[src/rtl/mul_array_sequencer.sv]
// Sequences one multiplier array through a multi-beat dot-product job and returns a scalar result.
// Optional macro MUL_SEQ_SAT_EN: saturating accumulator plus sticky res_overflow output.
module mul_array_sequencer #(
    parameter int ARRAY_SIZE  = 16,
    parameter int NUM_WIDTH   = 8,
    parameter int MUL_LATENCY = 2,
    parameter int ACC_WIDTH   = 32,
    parameter int MAX_BEATS   = 256
) (
    input  logic                                  clk,
    input  logic                                  reset,
    input  logic                                  cfg_start,
    input  logic [$clog2(MAX_BEATS+1)-1:0]        cfg_beats,
    output logic                                  busy,
    input  logic                                  in_valid,
    output logic                                  in_ready,
    input  logic [NUM_WIDTH*ARRAY_SIZE-1:0]       in_a,
    input  logic [NUM_WIDTH*ARRAY_SIZE-1:0]       in_b,
    output logic                                  arr_reset_n,
    output logic                                  arr_enable,
    output logic [NUM_WIDTH*ARRAY_SIZE-1:0]       arr_num_1,
    output logic [NUM_WIDTH*ARRAY_SIZE-1:0]       arr_num_2,
    input  logic [2*NUM_WIDTH*ARRAY_SIZE-1:0]     arr_out_num,
    output logic                                  res_valid,
    input  logic                                  res_ready,
    output logic [ACC_WIDTH-1:0]                  res_data
`ifdef MUL_SEQ_SAT_EN
    ,
    output logic                                  res_overflow
`endif
);

    localparam int CNT_W  = $clog2(MAX_BEATS + 1);
    localparam int LANE_W = NUM_WIDTH * ARRAY_SIZE;
    localparam int PROD_W = 2 * NUM_WIDTH;
    localparam int SUM_W  = PROD_W + $clog2(ARRAY_SIZE);
    localparam logic [CNT_W-1:0] CNT_ZERO = {CNT_W{1'b0}};
    localparam logic [CNT_W-1:0] CNT_ONE  = {{(CNT_W-1){1'b0}}, 1'b1};
    localparam logic [CNT_W-1:0] CNT_MAX  = CNT_W'(MAX_BEATS);

    typedef enum logic [1:0] {
        S_IDLE  = 2'd0,
        S_ISSUE = 2'd1,
        S_DRAIN = 2'd2,
        S_DONE  = 2'd3
    } state_t;

    state_t                 state_r, state_s;
    logic [CNT_W-1:0]       beats_r, issued_r, returned_r;
    logic [CNT_W-1:0]       beats_clamp_s;
    logic [ACC_WIDTH-1:0]   acc_r, acc_next_s;
    logic [MUL_LATENCY:0]   vpipe_r;
    logic [LANE_W-1:0]      arr_num_1_r, arr_num_2_r;
    logic                   start_s, fire_s, ret_s, in_ready_s;

    // Lossless unsigned reduction of all lane products.
    function automatic logic [SUM_W-1:0] lane_sum(input logic [ARRAY_SIZE*PROD_W-1:0] p);
        logic [SUM_W-1:0] s;
        s = {SUM_W{1'b0}};
        for (int i = 0; i < ARRAY_SIZE; i++) begin
            s = s + SUM_W'(p[i*PROD_W +: PROD_W]);
        end
        return s;
    endfunction

    assign start_s       = (state_r == S_IDLE) && cfg_start;
    assign in_ready_s    = (state_r == S_ISSUE) && (issued_r < beats_r);
    assign fire_s        = in_valid && in_ready_s;
    assign ret_s         = vpipe_r[MUL_LATENCY];
    assign beats_clamp_s = (cfg_beats > CNT_MAX) ? CNT_MAX : cfg_beats;

    assign busy        = (state_r != S_IDLE);
    assign in_ready    = in_ready_s;
    assign arr_enable  = (state_r == S_ISSUE) || (state_r == S_DRAIN);
    assign arr_reset_n = ~reset;
    assign arr_num_1   = arr_num_1_r;
    assign arr_num_2   = arr_num_2_r;
    assign res_valid   = (state_r == S_DONE);
    assign res_data    = acc_r;

`ifdef MUL_SEQ_SAT_EN
    logic [ACC_WIDTH:0] sum_ext_s;
    logic               sat_s;
    logic               ovf_r;

    assign res_overflow = ovf_r && (state_r == S_DONE);

    // Saturating accumulate of the product group leaving the array.
    always_comb begin
        sum_ext_s = {1'b0, acc_r} + (ACC_WIDTH+1)'(lane_sum(arr_out_num));
        if (sum_ext_s[ACC_WIDTH]) begin
            acc_next_s = {ACC_WIDTH{1'b1}};
            sat_s      = 1'b1;
        end else begin
            acc_next_s = sum_ext_s[ACC_WIDTH-1:0];
            sat_s      = 1'b0;
        end
    end

    // Sticky overflow flag, cleared when a job starts.
    always_ff @(posedge clk) begin
        if (reset) begin
            ovf_r <= 1'b0;
        end else if (start_s) begin
            ovf_r <= 1'b0;
        end else if (ret_s && sat_s) begin
            ovf_r <= 1'b1;
        end
    end
`else
    // Wrap-around accumulate of the product group leaving the array.
    always_comb begin
        acc_next_s = acc_r + ACC_WIDTH'(lane_sum(arr_out_num));
    end
`endif

    // State register.
    always_ff @(posedge clk) begin
        if (reset) begin
            state_r <= S_IDLE;
        end else begin
            state_r <= state_s;
        end
    end

    // Next-state decode.
    always_comb begin
        state_s = state_r;
        case (state_r)
            S_IDLE: begin
                if (cfg_start) begin
                    state_s = (cfg_beats == CNT_ZERO) ? S_DONE : S_ISSUE;
                end else begin
                    state_s = S_IDLE;
                end
            end
            S_ISSUE: begin
                if (issued_r == beats_r) begin
                    state_s = S_DRAIN;
                end else begin
                    state_s = S_ISSUE;
                end
            end
            S_DRAIN: begin
                if (returned_r == beats_r) begin
                    state_s = S_DONE;
                end else begin
                    state_s = S_DRAIN;
                end
            end
            S_DONE: begin
                if (res_ready) begin
                    state_s = S_IDLE;
                end else begin
                    state_s = S_DONE;
                end
            end
            default: state_s = S_IDLE;
        endcase
    end

    // Job counters, operand registers, in-flight valid pipe and accumulator.
    always_ff @(posedge clk) begin
        if (reset) begin
            beats_r     <= CNT_ZERO;
            issued_r    <= CNT_ZERO;
            returned_r  <= CNT_ZERO;
            acc_r       <= {ACC_WIDTH{1'b0}};
            vpipe_r     <= {(MUL_LATENCY+1){1'b0}};
            arr_num_1_r <= {LANE_W{1'b0}};
            arr_num_2_r <= {LANE_W{1'b0}};
        end else begin
            vpipe_r <= {vpipe_r[MUL_LATENCY-1:0], fire_s};
            if (fire_s) begin
                arr_num_1_r <= in_a;
                arr_num_2_r <= in_b;
                issued_r    <= issued_r + CNT_ONE;
            end
            if (start_s) begin
                beats_r    <= beats_clamp_s;
                issued_r   <= CNT_ZERO;
                returned_r <= CNT_ZERO;
                acc_r      <= {ACC_WIDTH{1'b0}};
            end else if (ret_s) begin
                acc_r      <= acc_next_s;
                returned_r <= returned_r + CNT_ONE;
            end
        end
    end

endmodule

[config.mk]
export PLATFORM = sky130hd
export DESIGN_NAME = mul_array_sequencer
export DESIGN_NICKNAME = d
export VERILOG_FILES = /design/src/rtl/mul_array_sequencer.sv
export SDC_FILE = /design/constraint.sdc
export NUM_CORES = 1
export LEC_CHECK = 0
export CAP_MARGIN = 30
export CORE_AREA = 2 2 316 318
export DETAILED_ROUTE_END_ITERATION = 16
export DIE_AREA = 0 0 318 320
export PLACE_DENSITY = 0.39
export SLEW_MARGIN = 20
export SYNTH_ARGS = -nofsm -noshare
export SYNTH_HDL_FRONTEND = slang
export SYNTH_SLANG_ARGS = --single-unit
[constraint.sdc]
create_clock -name clk -period 13 [get_ports clk]
set_input_delay 3.25 -clock clk [delete_from_list [all_inputs] [get_ports clk]]
set_output_delay 3.25 -clock clk [all_outputs]
set_load 0.005 [all_outputs]
==> results.sh <==
export IMPL_synthTopCellsByArea="dfxtp_1, fa_1, nand2_1"
export IMPL_synth_top_family_by_area="adder cells"
export IMPL_synth_compound_area_share_pct=10.5
export IMPL_final_hold_violation_count=0
export IMPL_drive_above_1_share_pct=3.02
export IMPL_numCtsBuffers=42
export IMPL_grt_max_degree=214
export IMPL_cts_buffer_depth=3
export IMPL_coreArea_um2=98000
export IMPL_cts_root_buf="clkbuf_16"
export IMPL_path_clk_slew_ns=0.06
export IMPL_groute_usage_overall_pct=15.5
export IMPL_synth_common_cells="nand2_1, inv_1, dfxtp_1"
export IMPL_dp_hpwl_mm=65.3
export IMPL_htreeDepth=2
export IMPL_setup_viol=0
export IMPL_synthCells=2250
export IMPL_rows=115
export IMPL_p_leak_nw=12.0
export IMPL_irDropWorstVdd_mv=0.374
export IMPL_synth_edff_count=0
export IMPL_async_reset_ff_share_pct=0
export IMPL_status="finished clean"
export IMPL_cts_tree="done"
export IMPL_fin_skew_ns=0.0200
export IMPL_synth_avg_cell_area_um2=8.52
export IMPL_path_max_fanout=3
export IMPL_port_buffers=818
export IMPL_synth_fa_ha_area_share_pct=28.3
export IMPL_rsz0062_at_grt="false"
export IMPL_ys_seq_area_share_pct=33.4
export IMPL_crit_type="primary input to flip-flop"
export IMPL_relSlewSlack_pct=5.03
export IMPL_hold_ws_ns=0.439
export IMPL_min_path_type="flip-flop to flip-flop"
export IMPL_start_util_pct=19.6
export IMPL_synth_ff_type="dfxtp_1"
export IMPL_drc=0
export IMPL_setup_tns_ns=0
export IMPL_cts_sinks=320
export IMPL_worst_slew_pin_slew_ns=1.42
export IMPL_die_w_um=318
export IMPL_nNetsFinal=3837
export IMPL_yosys_area_share_simple_pct=14.6
export IMPL_cts_hold_buf=0
export IMPL_grt_pass1_vias=18500
export IMPL_synth_mux_area_share_pct=0.626
export IMPL_ys_types=57
export IMPL_fin_crit_sh_pct=68.8
export IMPL_yosys_area_top_type="dfxtp_1"
export IMPL_antenna_found_initial=9
export IMPL_report_final_slew_viol_count=0
export IMPL_firstDrtPassIters=5
export IMPL_synth_warning_count=0
export IMPL_synth_xor_area_share_pct=1.83
export IMPL_crit_arrival_ns=9.38
export IMPL_drt_iter0_markers=855
export IMPL_final_core_utilization_pct=30.7
export IMPL_clock_latency_ns=0.58
export IMPL_fmax_mhz=112
export IMPL_post_cts_resized=0
export IMPL_overflow=0
export IMPL_ys_ff_latch=320
export IMPL_ant_nets=0
export IMPL_gp_congestion=0.831
export IMPL_dieArea_um2=102000
export IMPL_cp_start_kind="primary input"
export IMPL_yosys_cell_count_top_type="nand2_1"
export IMPL_grt_pass1_wl_mm=120
export IMPL_die_y_um=320
export IMPL_cp_end_kind="flip-flop"
export IMPL_avgRoutedWirePerCell_um=18.4
export IMPL_synth_area_um2=19200
export IMPL_cts_setup_buffers=0
export IMPL_synth_nets=3067
export IMPL_area_delta_synth_final_pct=56.9
export IMPL_cap_violations=0
export IMPL_fin_crit_ns=8.94
export IMPL_cp_required_ns=13.44
export IMPL_viasPerCell=3.99
export IMPL_synth_top_area_share_pct=33.4
export IMPL_p_per_area_nw_per_um2=254
export IMPL_via_count=17300
export IMPL_pin_count=819
export IMPL_wl_mm=80.0
layer usage:
layer,vias up,global-route usage (%),part of all wire [%]
met5,-,0,0.050
met4,8,3.64,1.8
met3,83,3.73,6.1
met2,463,28.6,53
met1,8345,17.8,39
li1,8403,-,-
critical path: stages:
cell and delay, ns:
clkdlybuf4s50_1 0.44, fa_1 0.55, inv_1 0.06, fa_1 0.47, fa_1 0.55, inv_1 0.06
fa_1 0.54, inv_1 0.06, fa_1 0.50, fa_1 0.55, inv_1 0.04, ha_1 0.21
fa_1 0.41, a21oi_1 0.25, o211ai_1 0.34, a21oi_1 0.36, o211ai_1 0.23, a31oi_1 0.24
xor2_1 0.15, o21ai_0 0.10
cell usage in the layout, fill, tap and decap left out, types with 25 or more instances in the layout:
cell,n
nand3_1,25
clkbuf_16,43
fa_1,237
nand2_1,546
a21oi_1,287
ha_1,54
dfxtp_1,319
clkdlybuf4s50_1,817
inv_1,434
nor2_1,47
cell families (layout without fill, tap and decap cells):
kind of cell | after synthesis | after routing
flops | 320 | 320
compound gates | 365 | 365
simple gates | 685 | 685
buf+inv | 537 | 1335
mux | 12 | 12
fa+ha+maj | 291 | 291
other cells | 0 | 5
xor+xnor | 40 | 40
registers in the layout, indices dropped and copies added, names as in the netlist:
name        count
issued_r        9
arr_num_1     128
arr_num_2     128
state_r         2
res_data       32
returned_r      9
vpipe_r         3
beats_r         9
final cells by class:
type / instances / area (um^2)
clock buffer: 60 / 1220
sequential: 320 / 6410
fill: 10300 / 67900
multi-input combinational: 1393 / 10700
tap: 1287 / 1610
clock inverter: 12 / 174
inverter: 434 / 1630
timing repair buffer: 829 / 8320
antenna: 5 / 12.5
metrics by stage:
stage	cell area (um^2)	total power, mW	std cells	setup slack (ns)
after floorplan	19200	4.84	2250	4.65
after global routing	30100	8.47	4340	3.79
after detailed placement	28700	6.43	4262	3.55
final	30100	7.65	4340	4.06
after global placement	28600	6.44	4261	3.56
after CTS	30100	7.71	4334	4.13
path summary, 6_finish.rpt:
| path | start | endpoint | slack [ns] | cells past startpoint |
|---|---|---|---|---|
| min | vpipe_r[0] | vpipe_r[1] | 0.44 | 1 |
| max reg2reg | res_data[2] | res_data[20] | 8.06 | 15 |
| min reg2reg | vpipe_r[0] | vpipe_r[1] | 0.44 | 1 |
| max | arr_out_num[193] | res_data[20] | 4.06 | 20 |
where the power goes:
group	switching [mW]	leakage (nW)	total, mW	internal (mW)
clock	0.471	0.683	1.20	0.729
sequential	0.0351	2.59	1.08	1.04
combinational	3.16	8.69	5.37	2.21
Note: power is estimated with default switching activity, not from simulation.
